### config.mk
export PLATFORM = sky130hd
export DESIGN_NAME = mem_arbiter
export DESIGN_NICKNAME = d
export VERILOG_FILES = /design/src/rtl/mem_arbiter_pkg.sv /design/src/rtl/mem_arbiter_arb_pick.sv /design/src/rtl/mem_arbiter.sv
export SDC_FILE = /design/constraint.sdc
export NUM_CORES = 1
export LEC_CHECK = 0
export BUFFER_PORTS_ARGS = -buffer_cell sky130_fd_sc_hd__buf_4
export CAP_MARGIN = 20
export CELL_PAD_IN_SITES_DETAIL_PLACEMENT = 1
export CELL_PAD_IN_SITES_GLOBAL_PLACEMENT = 1
export CORE_AREA = 2 2 288 290
export CTS_CLUSTER_DIAMETER = 80
export DETAILED_ROUTE_END_ITERATION = 12
export DIE_AREA = 0 0 290 292
export PLACE_DENSITY = 0.34
export SLEW_MARGIN = 20
export SYNTH_ARGS = -nofsm -noshare
export SYNTH_HDL_FRONTEND = slang
export SYNTH_SLANG_ARGS = --single-unit
### constraint.sdc
create_clock -name clk -period 4.75 [get_ports clk]
set_clock_uncertainty 0.15 [all_clocks]
set_input_delay 0.2375 -clock clk [delete_from_list [all_inputs] [get_ports clk]]
set_output_delay 0.2375 -clock clk [all_outputs]
set_load 0.05 [all_outputs]
### src/rtl/mem_arbiter_pkg.sv
// mem_arbiter_pkg: shared encodings and widths for the I/D memory arbiter
package mem_arbiter_pkg;
  localparam int MEM_ADDR_W = 28;
  localparam int MEM_DATA_W = 128;
  typedef enum logic [1:0] {
    ST_IDLE    = 2'd0,
    ST_GRANT_I = 2'd1,
    ST_GRANT_D = 2'd2
  } state_e;
  localparam logic M_I = 1'b0;
  localparam logic M_D = 1'b1;
endpackage

### src/rtl/mem_arbiter_arb_pick.sv
// arb_pick: combinational two-way picker between the I and D requests
module arb_pick import mem_arbiter_pkg::*; #(
  parameter bit          D_PRIORITY = 1'b1,
  parameter int unsigned MAX_WAIT   = 4
) (
  input  logic       req_i_i,
  input  logic       req_d_i,
  input  logic       last_grant_i,
  input  logic [3:0] wait_cnt_i,
  output logic       grant_valid_o,
  output logic       grant_id_o
);
  logic tie_id;
  // Tie break: D wins unless I has waited MAX_WAIT grants, or alternate against the last winner
  always_comb begin
    tie_id        = D_PRIORITY ? ((wait_cnt_i == 4'(MAX_WAIT)) ? M_I : M_D) : ~last_grant_i;
    grant_valid_o = req_i_i | req_d_i;
    grant_id_o    = (req_i_i & req_d_i) ? tie_id : (req_d_i ? M_D : M_I);
  end
endmodule

### src/rtl/mem_arbiter.sv
// mem_arbiter: shares the single main-memory port between the I-cache and the D-cache
module mem_arbiter import mem_arbiter_pkg::*; #(
  parameter bit          D_PRIORITY = 1'b1,
  parameter int unsigned MAX_WAIT   = 4
) (
  input  logic                  clk,
  input  logic                  proc_reset,
  input  logic                  i_mem_read,
  input  logic                  i_mem_write,
  input  logic [MEM_ADDR_W-1:0] i_mem_addr,
  input  logic [MEM_DATA_W-1:0] i_mem_wdata,
  output logic                  i_mem_ready,
  input  logic                  d_mem_read,
  input  logic                  d_mem_write,
  input  logic [MEM_ADDR_W-1:0] d_mem_addr,
  input  logic [MEM_DATA_W-1:0] d_mem_wdata,
  output logic                  d_mem_ready,
  input  logic [MEM_DATA_W-1:0] mem_rdata_in,
  input  logic                  mem_ready,
  output logic                  mem_read,
  output logic                  mem_write,
  output logic [MEM_ADDR_W-1:0] mem_addr,
  output logic [MEM_DATA_W-1:0] mem_wdata,
  output logic [MEM_DATA_W-1:0] mem_rdata
);
  state_e     state_q, state_d;
  logic       last_grant_q, last_grant_d;
  logic [3:0] wait_cnt_q, wait_cnt_d;
  logic       req_i, req_d, grant_valid, grant_id, gnt_i, gnt_d;

  assign req_i     = i_mem_read | i_mem_write;
  assign req_d     = d_mem_read | d_mem_write;
  assign mem_rdata = mem_rdata_in;

  arb_pick #(.D_PRIORITY(D_PRIORITY), .MAX_WAIT(MAX_WAIT)) u_pick (
    .req_i_i      (req_i),
    .req_d_i      (req_d),
    .last_grant_i (last_grant_q),
    .wait_cnt_i   (wait_cnt_q),
    .grant_valid_o(grant_valid),
    .grant_id_o   (grant_id)
  );

  // Registered grant, last winner and I starvation count
  always_ff @(posedge clk) begin
    if (proc_reset) begin
      state_q      <= ST_IDLE;
      last_grant_q <= M_D;
      wait_cnt_q   <= 4'd0;
    end else begin
      state_q      <= state_d;
      last_grant_q <= last_grant_d;
      wait_cnt_q   <= wait_cnt_d;
    end
  end

  // Arbitrate only from IDLE; a granted access runs to its ready pulse and is never aborted
  always_comb begin
    state_d      = state_q;
    last_grant_d = last_grant_q;
    wait_cnt_d   = wait_cnt_q;
    case (state_q)
      ST_IDLE: if (grant_valid) begin
        state_d    = (grant_id == M_D) ? ST_GRANT_D : ST_GRANT_I;
        wait_cnt_d = (grant_id == M_I || !D_PRIORITY) ? 4'd0 :
                     (req_i && wait_cnt_q != 4'(MAX_WAIT)) ? wait_cnt_q + 4'd1 : wait_cnt_q;
      end
      ST_GRANT_I, ST_GRANT_D: if (mem_ready) begin
        state_d      = ST_IDLE;
        last_grant_d = (state_q == ST_GRANT_D) ? M_D : M_I;
      end
      default: state_d = ST_IDLE;
    endcase
  end

  // Forward the owner's request to memory and steer the ready pulse back to the owner only
  always_comb begin
    gnt_i       = state_q == ST_GRANT_I;
    gnt_d       = state_q == ST_GRANT_D;
    mem_read    = gnt_i ? i_mem_read  : gnt_d & d_mem_read;
    mem_write   = gnt_i ? i_mem_write : gnt_d & d_mem_write;
    mem_addr    = gnt_i ? i_mem_addr  : gnt_d ? d_mem_addr  : '0;
    mem_wdata   = gnt_i ? i_mem_wdata : gnt_d ? d_mem_wdata : '0;
    i_mem_ready = gnt_i & mem_ready;
    d_mem_ready = gnt_d & mem_ready;
  end
endmodule

==> key figures, run 1 <==
Critical path
  • Critical Path Sink Type: output pin
  • CP Launch Type: flop
  • Critical Path RT: 4360 ps
  • Worst path bufs/invs: 2
  • Reg2Reg Setup Slack: 3070 ps
  • Critical Path, Cell by Cell: ha_4 -> nor2b_4 -> buf_12 -> a22o_1 -> buf_4
  • CP max stage delay: 690 ps
  • Critical path depth: 5
  • Crit-path max FO: 78
  • Critical path data arrival time: 2340 ps
  • Worst Path Class, Setup: reg -> out
  • R2R depth: 5
  • Critical path's top delay family: adder cells
  • Critical path's slowest cell: ha_4

Clock network
  • Setup bufs post-CTS: 0
  • Sink Count: 6
  • Reg clk slew, reported paths: 40 ps
  • Clk buf depth: 2
  • Post-CTS sizing: 0
  • Hold buffers post-CTS: 0
  • CTS H-tree depth: 1
  • Num CTS Buffers: 3
  • Root Buffer: clkbuf_16
  • CTS tree: done
  • Clk Latency, worst-skew pair: 230 ps

Die
  • Initial Util: 3.641%
  • Die area: 84680 µm²
  • Die height: 292 µm
  • Top Ports: 735
  • Die width: 290 µm
  • FP Rows: 105
  • Core Area: 81580 µm²

Logic synthesis
  • Synth warn: 0
  • Sequential share of the synthesized area: 4.044%
  • Synth area leader: a22o_1
  • Yosys reg bits: 6
  • Synth unique cells: 30
  • Mean Syn Cell Area: 7.900 µm²
  • Syn Nets: 828
  • Syn Std Cell Area: 2970 µm²
  • Synth top area share: 46.00%
  • Post-Syn Instances: 376
  • Top post-synthesis cells by area: a22o_1 (46%), buf_4 (35%), dfxtp_1 (4.0%)

Timing
  • RSZ-0062 raised after global routing: no
  • Max-Slew Margin vs Limit: 42.06%
  • Tmin final: 2731 ps
  • Final critical-path share of the clock period: 57.49%
  • Fin Setup TNS: 0 ps
  • Max Slew Vio Count: 0
  • Setup Viol. Count Final: 0
  • Least-Margin Pin Slew: 869.1 ps
  • Achievable Freq: 0.3662 GHz
  • Final Hold Vio Count: 0

Power and ir drop
  • Total power: 1.613 mW
  • Peak VDD IR: 0.0001162 V
  • LEAKAGE: 3.231 nW
  • Pwr/cell area: 232.1 nW/µm²

Global routing
  • First-pass GRT wire length: 35.36 mm
  • GRT Total Usage: 5.680%
  • Largest net degree at the start of global routing: 80
  • Number of global-route vias before repair: 4949
  • Initial antenna violation count: 1
  • Overflow after GRT: 0

Placed design
  • Cells after DPL: 1770
  • Dpl hpwl: 22.43 mm
  • PortBufs: 478
  • RD Place Congestion: 0.7802

Detailed routing
  • Via/cell ratio: 2.517
  • Routed vias: 4462
  • Post-route ant nets: 0
  • Initial DRC count: 121
  • Drt total wl: 26.32 mm
  • WL per Instance: 14.85 µm
  • # DRC: 0
  • Drt first pass iters: 5

Layout
  • Antenna cells: 0
  • P&R area growth vs syn: 134.0%
  • # fillers: 9816
  • Share of layout cells above drive strength 1: 70.55%
  • Nets: 1157
  • Cell Count, Final, Fillers Out: 1773

Status
  • Outcome: complete, no violations

Hold path
  • Worst Hold Depth: 2
  • Tightest Hold Check Type: in -> reg

Flow run
  • Number of max-cap violations: 0
-- per-stage QoR --
stage               setup WS, ps  hold WS [ps]  area (µm²)  utilization, %
floorplan                   2241         156.6        2970               -
global placement            2068         325.3        6874           8.426
detailed placement          2072         325.3        6874           8.426
CTS                         1838         97.02        6949           8.518
global route                1834         112.1        6949           8.518
finish                      2019         93.13        6949           8.518
-- registers in the layout (all words and copies together) (netlist names) --
signal,cells
wait_cnt_q,4
state_q,2
-- synthesized netlist by cell type (all sizes together) --
| cell type | number |
|---|---|
| dfxtp | 6 |
| or4 | 1 |
| nor2b | 2 |
| buf | 151 |
| a31oi | 4 |
| a211o | 1 |
| ha | 5 |
| o2111ai | 2 |
| mux2i | 1 |
| clkbuf | 13 |
| o21ai | 2 |
| a22o | 157 |
| or2 | 1 |
| and2 | 2 |
| nand3 | 2 |
| nor2 | 2 |
| o21ba | 1 |
| a21oi | 2 |
| o21a | 1 |
| nand2 | 8 |
| inv | 6 |
| nand3b | 1 |
| and4b | 1 |
| nand4 | 3 |
| o211ai | 1 |
-- cell type report --
type / count / area, µm² / area share [%]
clock buffers: 3 / 75.07 / 1.080
inverters: 6 / 22.52 / 0.3241
multi-input cells: 200 / 1692 / 24.34
flip-flops and latches: 6 / 120.1 / 1.728
well taps: 1070 / 1339 / 19.27
repair buffers: 488 / 3701 / 53.26
-- layer usage --
metal / GRT usage [%] / part of all wire (%)
met1: 5.681 / 35
met2: 10.28 / 49
met3: 2.192 / 11
met4: 2.795 / 5.2
met5: 0 / 0.053
-- worst register-to-register path, stage by stage (launching register included) --
cell	delay [ps]
dfxtp_1	340
inv_1	110
ha_1	280
o21ai_2	160
or4_1	410
a31oi_1	160
-- cells by family (layout without fill, tap and decap cells) --
group	after synthesis	count (layout)	synth area share, %
flops	6	6	4.044
mux	1	1	0.3370
buf+inv	170	497	39.60
simple gates	23	23	4.213
fa+ha+maj	5	5	2.106
compound gates	171	171	49.71
-- where the power goes --
group          leakage [nW]  total, mW  internal, mW  switching, mW
sequential           0.0490     0.0597        0.0549        0.00478
clock                0.0370      0.137         0.108         0.0288
combinational          3.14       1.42         0.508          0.908
total                  3.23       1.61         0.671          0.942
-- final timing paths --
kind	start	end
worst max register to register	state_q[0]	wait_cnt_q[2]
worst min register to register	state_q[1]	state_q[1]
worst max-delay path	state_q[0]	mem_wdata[112]
worst min-delay path	proc_reset	wait_cnt_q[3]
-- placed cells by master, fill, tap and decap left out, types with 3 or more instances in the layout --
cell / netlist / final
buf_4: 137 / 485
a22o_1: 156 / 156
nand2_1: 8 / 8
inv_1: 6 / 6
dfxtp_1: 6 / 6
a31oi_1: 4 / 4
ha_1: 5 / 4
nand4_1: 3 / 3
clkbuf_16: 0 / 3
buf_12: 0 / 3
(Power assumes the default switching activity.)
==> inputs of run 2 (changes only) <==
--- a/config.mk
+++ b/config.mk
@@ -13,7 +13,7 @@
 export CTS_CLUSTER_DIAMETER = 80
 export DETAILED_ROUTE_END_ITERATION = 12
 export DIE_AREA = 0 0 290 292
-export PLACE_DENSITY = 0.34
+export PLACE_DENSITY = 0.35
 export SLEW_MARGIN = 20
 export SYNTH_ARGS = -nofsm -noshare
 export SYNTH_HDL_FRONTEND = slang
==> constraint.sdc (replaced) <==
create_clock -name clk -period 2.2 [get_ports clk]
set_clock_uncertainty 0.15 [all_clocks]
set_input_delay 0.11 -clock clk [delete_from_list [all_inputs] [get_ports clk]]
set_output_delay 0.11 -clock clk [all_outputs]
set_load 0.05 [all_outputs]
==> key figures, run 2 (same netlist as run 1, synthesis figures left out) <==
Detailed routing
  • Drt first pass iters: 4 (-1)
  • WL per Instance: 15.99 µm (+7.7%)
  • DRT met1 WL: 11.09 mm (+21%)
  • Met2 routed wirelength: 14.09 mm (+8.1%)
  • Post-route ant nets: 0 (unchanged)
  • Via/cell ratio: 2.528 (+0.46%)
  • Drt total wl: 28.70 mm (+9.0%)
  • Met3 WL: 2.417 mm (-13%)
  • Initial DRC count: 149 (+23%)
  • Top Metal Used: met5
  • Routed vias: 4538 (+1.7%)
  • # DRC: 0 (unchanged)

Placed design
  • RD Place Congestion: 0.8599 (+10%)
  • Placement Cell Area: 6952 µm² (+1.1%)
  • DP Worst Slack: 212.5 ps (-1860 ps)
  • PortBufs: 478 (unchanged)
  • Dpl hpwl: 23.90 mm (+6.6%)

Timing
  • PnR worst setup slack: 53.35 ps (-1966 ps)
  • Fin Setup TNS: 0 ps (unchanged)
  • RSZ-0062 raised after global routing: yes
  • Min Hold Slack: 65.86 ps (-27.27 ps)
  • Setup Viol. Count Final: 0 (unchanged)
  • Least-Margin Pin Slew: 503.1 ps (-366.0 ps)
  • Final critical-path share of the clock period: 97.57%
  • Max Slew Vio Count: 0 (unchanged)
  • Final Hold Vio Count: 0 (unchanged)
  • Tmin final: 2147 ps
  • Achievable Freq: 0.4658 GHz
  • Max-Slew Margin vs Limit: 66.46% (+24 points)

Clock network
  • Reg clk slew, reported paths: 40 ps (about the same)
  • Clk buf depth: 2 (unchanged)
  • Sink Count: 6 (unchanged)
  • Num CTS Buffers: 3 (unchanged)
  • CTS tree: done
  • CTS H-tree depth: 1 (unchanged)
  • Clk Latency, worst-skew pair: 230 ps (about the same)
  • Root Buffer: clkbuf_16

Status
  • Outcome: complete, no violations

Layout
  • Reg with most FFs: wait_cnt_q
  • Largest registers: wait_cnt_q (4), state_q (2)
  • Share of layout cells above drive strength 1: 72.54% (+2.0 points)
  • Nets: 1175 (+1.6%)
  • Commonest non-fill, non-tap cell in the layout: buf_4
  • P&R area growth vs syn: 155.2%
  • Commonest non-fill, non-tap cells in the layout: buf_4 (420), a22o_1 (149), buf_6 (73)
  • Finished Cell Area: 7580 µm² (+9.1%)
  • Largest register FFs: 4 (unchanged)
  • # fillers: 9748 (-0.69%)

Global routing
  • Initial antenna violation count: 5 (+4)
  • First-pass GRT wire length: 37.61 mm (+6.3%)
  • Number of global-route vias before repair: 4878 (-1.4%)
  • Overflow after GRT: 0 (unchanged)
  • GRT Total Usage: 6.165% (+0.49 points)
  • Largest net degree at the start of global routing: 84 (+5.0%)

Critical path
  • RR Startpoint: state_q[1]
  • Critical Path Sink Type: output pin
  • Critical Path, Cell by Cell: inv_1 -> ha_2 -> nor2b_4 -> buf_12 -> bufbuf_16 -> a22o_1 -> buf_4
  • Worst Path Class, Setup: reg -> out
  • Reg2Reg Setup Slack: 500 ps (-2570 ps)
  • Critical Path RT: 1940 ps (-2420 ps)
  • Critical path's slowest cell: dfxtp_4
  • R2R Path End: wait_cnt_q[2]
  • R2R depth: 5 (unchanged)
  • Critical path data arrival time: 1890 ps (-450 ps)
  • CP Launch Type: flop
  • CP max stage delay: 350 ps (-340 ps)
  • Crit-path max FO: 7 (-91%)

Power and ir drop
  • Total power: 3.899 mW (+140%)
  • LEAKAGE: 3.467 nW (+7.3%)
  • Pwr/cell area: 514.5 nW/µm² (+120%)
  • Peak VDD IR: 0.0001883 V (+62%)

Die
  • Initial Util: 3.641% (unchanged)
  • Die height: 292 µm (unchanged)
  • Core Area: 81580 µm² (unchanged)
  • Die width: 290 µm (unchanged)
  • FP Rows: 105 (unchanged)
  • Die area: 84680 µm² (unchanged)
  • Top Ports: 735 (unchanged)

Hold path
  • Tightest Hold Check Type: in -> reg
  • Min-delay src: mem_ready
  • Hold Path Sink: state_q[0]
  • Worst Hold Depth: 4 (+2)

Flow run
  • Number of max-cap violations: 0 (unchanged)
==> run 2: worst max-delay path: cells and delay by family (launching register included) <==
family                   cells  cell delay (ps)
flip-flops                   1              350
AND/OR/NAND/NOR              1              170
AO/OA/AOI/OAI                1              220
adder cells (fa/ha/maj)      1              180
buffers and inverters        4              720
==> run 2: how the worst max path moves through the flow <==
stage	startpoint	end
4_1_cts	state_q[0]	mem_wdata[35]
3_5_place_dp	state_q[0]	mem_wdata[49]
6_report	state_q[0]	mem_wdata[71]
3_3_place_gp	state_q[0]	mem_wdata[103]
5_1_grt	state_q[0]	mem_wdata[47]
2_1_floorplan	state_q[1]	mem_wdata[121]
==> run 2: routing by layer <==
metal	track usage [%]	up-vias
li1	-	2012
met1	7.116	2115
met2	10.64	337
met3	1.857	68
met4	2.426	6
met5	0	-
==> run 2: metrics by stage <==
stage,std cells,util (%)
floorplan,376,-
global placement,1777,8.521
detailed placement,1777,8.521
CTS,1788,9.035
global route,1793,9.285
finish,1795,9.291
==> run 2: layout make-up <==
cell class	instances	area (µm²)	area share, %
Inverter	6	22.52	0.2971
Tap cell	1070	1339	17.66
Timing Repair Buffer	506	4260	56.21
Antenna cell	4	10.01	0.1321
Clock buffer	3	75.07	0.9904
Sequential cell	6	125.1	1.651
Multi-Input combinational cell	200	1748	23.06
==> run 2: what timing repair did <==
item / 4_1_cts / 5_1_grt
gates cloned: 3 / 1
resized for setup: 41 / 48
endpoints found under the hold margin: 5 / 0
buffers inserted: 4 / 3
pin swaps: 1 / 2
setup endpoints to repair: 13 / 121
hold buffers: 1 / 0
==> run 2: power breakdown <==
part	internal [mW]	switching, mW	total, mW
logic	1.39	2.09	3.47
registers	0.119	0.0110	0.130
clock network	0.234	0.0653	0.299
==> inputs of run 3 (changes only) <==
--- a/config.mk
+++ b/config.mk
@@ -14,6 +14,7 @@
 export DETAILED_ROUTE_END_ITERATION = 12
 export DIE_AREA = 0 0 290 292
 export PLACE_DENSITY = 0.35
+export REMOVE_ABC_BUFFERS = 1
 export SLEW_MARGIN = 20
 export SYNTH_ARGS = -nofsm -noshare
 export SYNTH_HDL_FRONTEND = slang
==> key figures, run 3 (same netlist as run 1, synthesis figures left out) <==
Detailed routing
  • Via/cell ratio: 2.934 (+16%)
  • Drt first pass iters: 4 (unchanged)
  • Routed vias: 5241 (+15%)
  • Drt total wl: 66.47 mm (+130%)
  • Post-route ant nets: 0 (unchanged)
  • WL per Instance: 37.22 µm (+130%)
  • Initial DRC count: 345 (+130%)
  • # DRC: 0 (unchanged)

Power and ir drop
  • Pwr/cell area: 558.1 nW/µm² (+8.5%)
  • Total power: 4.360 mW (+12%)
  • Peak VDD IR: 0.0002311 V (+23%)
  • LEAKAGE: 3.568 nW (+2.9%)

Layout
  • Nets: 1169 (-0.51%)
  • Largest register FFs: 4 (unchanged)
  • Reg with most FFs: wait_cnt_q
  • P&R area growth vs syn: 163.0%
  • Share of layout cells above drive strength 1: 74.83% (+2.3 points)
  • Largest registers: wait_cnt_q (4), state_q (2)
  • Commonest non-fill, non-tap cells in the layout: buf_4 (411), a22o_1 (133), buf_6 (66)
  • Commonest non-fill, non-tap cell in the layout: buf_4

Critical path
  • Critical path data arrival time: 1910 ps (+20 ps)
  • CP max stage delay: 360 ps (about the same)
  • Critical Path Sink Type: output pin
  • Worst path bufs/invs: 4 (unchanged)
  • Critical Path RT: 1940 ps (about the same)
  • Crit-path max FO: 23 (+16)
  • CP Launch Type: flop
  • Worst Path Class, Setup: reg -> out
  • Critical Path, Cell by Cell: inv_2 -> ha_4 -> nor2b_4 -> buf_12 -> bufbuf_16 -> a22o_1 -> buf_6
  • Critical path's top delay family: buffers and inverters
  • Critical path's slowest cell: dfxtp_2

Die
  • Top Ports: 735 (unchanged)
  • FP Rows: 105 (unchanged)
  • Die width: 290 µm (unchanged)
  • Die height: 292 µm (unchanged)
  • Core Area: 81580 µm² (unchanged)
  • Die area: 84680 µm² (unchanged)
  • Initial Util: 3.641% (unchanged)

Clock network
  • CTS tree: done
  • Root Buffer: clkbuf_16
  • Clk buf depth: 2 (unchanged)
  • Sink Count: 6 (unchanged)
  • Reg clk slew, reported paths: 30 ps (about the same)
  • Clk Latency, worst-skew pair: 230 ps (about the same)
  • CTS H-tree depth: 1 (unchanged)
  • Num CTS Buffers: 3 (unchanged)

Global routing
  • First-pass GRT wire length: 77.98 mm (+110%)
  • Number of global-route vias before repair: 5421 (+11%)
  • Overflow after GRT: 0 (unchanged)
  • Most Crowded Layer GR: met1
  • Initial antenna violation count: 2 (-3)
  • GRT met3 Usage: 15.31% (+13 points)
  • Largest net degree at the start of global routing: 101 (+20%)
  • GR Util met1: 17.76% (+11 points)
  • Met2 Use GR: 17.45% (+6.8 points)
  • GRT Total Usage: 14.77% (+8.6 points)

Timing
  • Max Slew Vio Count: 0 (unchanged)
  • Tmin final: 2169 ps (+22.47 ps)
  • Final critical-path share of the clock period: 98.60% (+1.0 points)
  • RSZ-0062 raised after global routing: yes
  • Final Hold Vio Count: 0 (unchanged)
  • PnR worst setup slack: 30.89 ps (-22.47 ps)
  • Achievable Freq: 0.4610 GHz (-1.0%)
  • Max-Slew Margin vs Limit: 65.20% (-1.3 points)
  • Setup Viol. Count Final: 0 (unchanged)
  • Least-Margin Pin Slew: 521.9 ps (+18.82 ps)
  • Min Hold Slack: 68.98 ps (+3.122 ps)

Placed design
  • RD Place Congestion: 0.7875 (-8.4%)
  • Dpl hpwl: 55.22 mm (+130%)
  • PortBufs: 478 (unchanged)
  • DP Worst Slack: -2.108 ps (-214.6 ps)

Hold path
  • Tightest Hold Check Type: in -> reg

Flow run
  • Number of max-cap violations: 0 (unchanged)

Status
  • Outcome: complete, no violations
-- run 3: worst paths after layout --
path / start / to / slack (ps) / depth (start not counted)
setup / recovery: state_q[1] / mem_addr[16] / 30 / 7
hold / removal: mem_ready / state_q[0] / 70 / 4
setup reg to reg: state_q[0] / wait_cnt_q[2] / 560 / 5
hold reg to reg: wait_cnt_q[3] / wait_cnt_q[3] / 360 / 2
-- run 3: metal layers --
metal | routed length, µm | share of wire, %
met1 | 28280 | 43
met3 | 14120 | 21
met2 | 22380 | 34
met4 | 486 | 0.73
met5 | 1203 | 1.8
-- run 3: power breakdown --
part / total (mW) / switching [mW] / internal [mW] / leakage [nW]
Sequential: 0.132 / 0.0129 / 0.119 / 0.0500
Combinational: 3.93 / 2.44 / 1.49 / 3.48
Clock: 0.297 / 0.0633 / 0.233 / 0.0370
Total: 4.36 / 2.52 / 1.84 / 3.57
-- run 3: stage by stage --
stage / instances / instance area [µm²] / util [%] / setup TNS, ps
final: 1786 / 7811 / 9.574 / 0
after global routing: 1785 / 7809 / 9.571 / -46.35
after CTS: 1776 / 7498 / 9.191 / -121.3
after detailed placement: 1768 / 6897 / 8.453 / -2.669
after global placement: 1768 / 6897 / 8.453 / -69.54
after floorplan: 212 / 1817 / - / -728670
-- run 3: cell type report --
| class | instances | area, µm² |
|---|---|---|
| fillers | 9716 | 73770 |
| repair buffers | 500 | 4372 |
| multi-input cells | 200 | 1876 |
| well taps | 1070 | 1339 |
| flip-flops and latches | 6 | 125.1 |
| clock buffers | 3 | 75.07 |
| inverters | 6 | 22.52 |
| diodes | 1 | 2.502 |
-- run 3: what timing repair did --
| item | 4_1_cts | 5_1_grt |
|---|---|---|
| hold buffers | 1 | 0 |
| pin swaps | 5 | 3 |
| buffers inserted | 1 | 2 |
| cloned | 3 | 7 |
| setup endpoints to repair | 98 | 118 |
| gates resized for setup | 93 | 30 |
| hold endpoints to repair | 5 | 0 |
-- run 3: tightest hold or removal path: stages --
cell	delay [ps]
buf_4	100
nor2b_1	60
nand2_1	60
a31oi_1	70
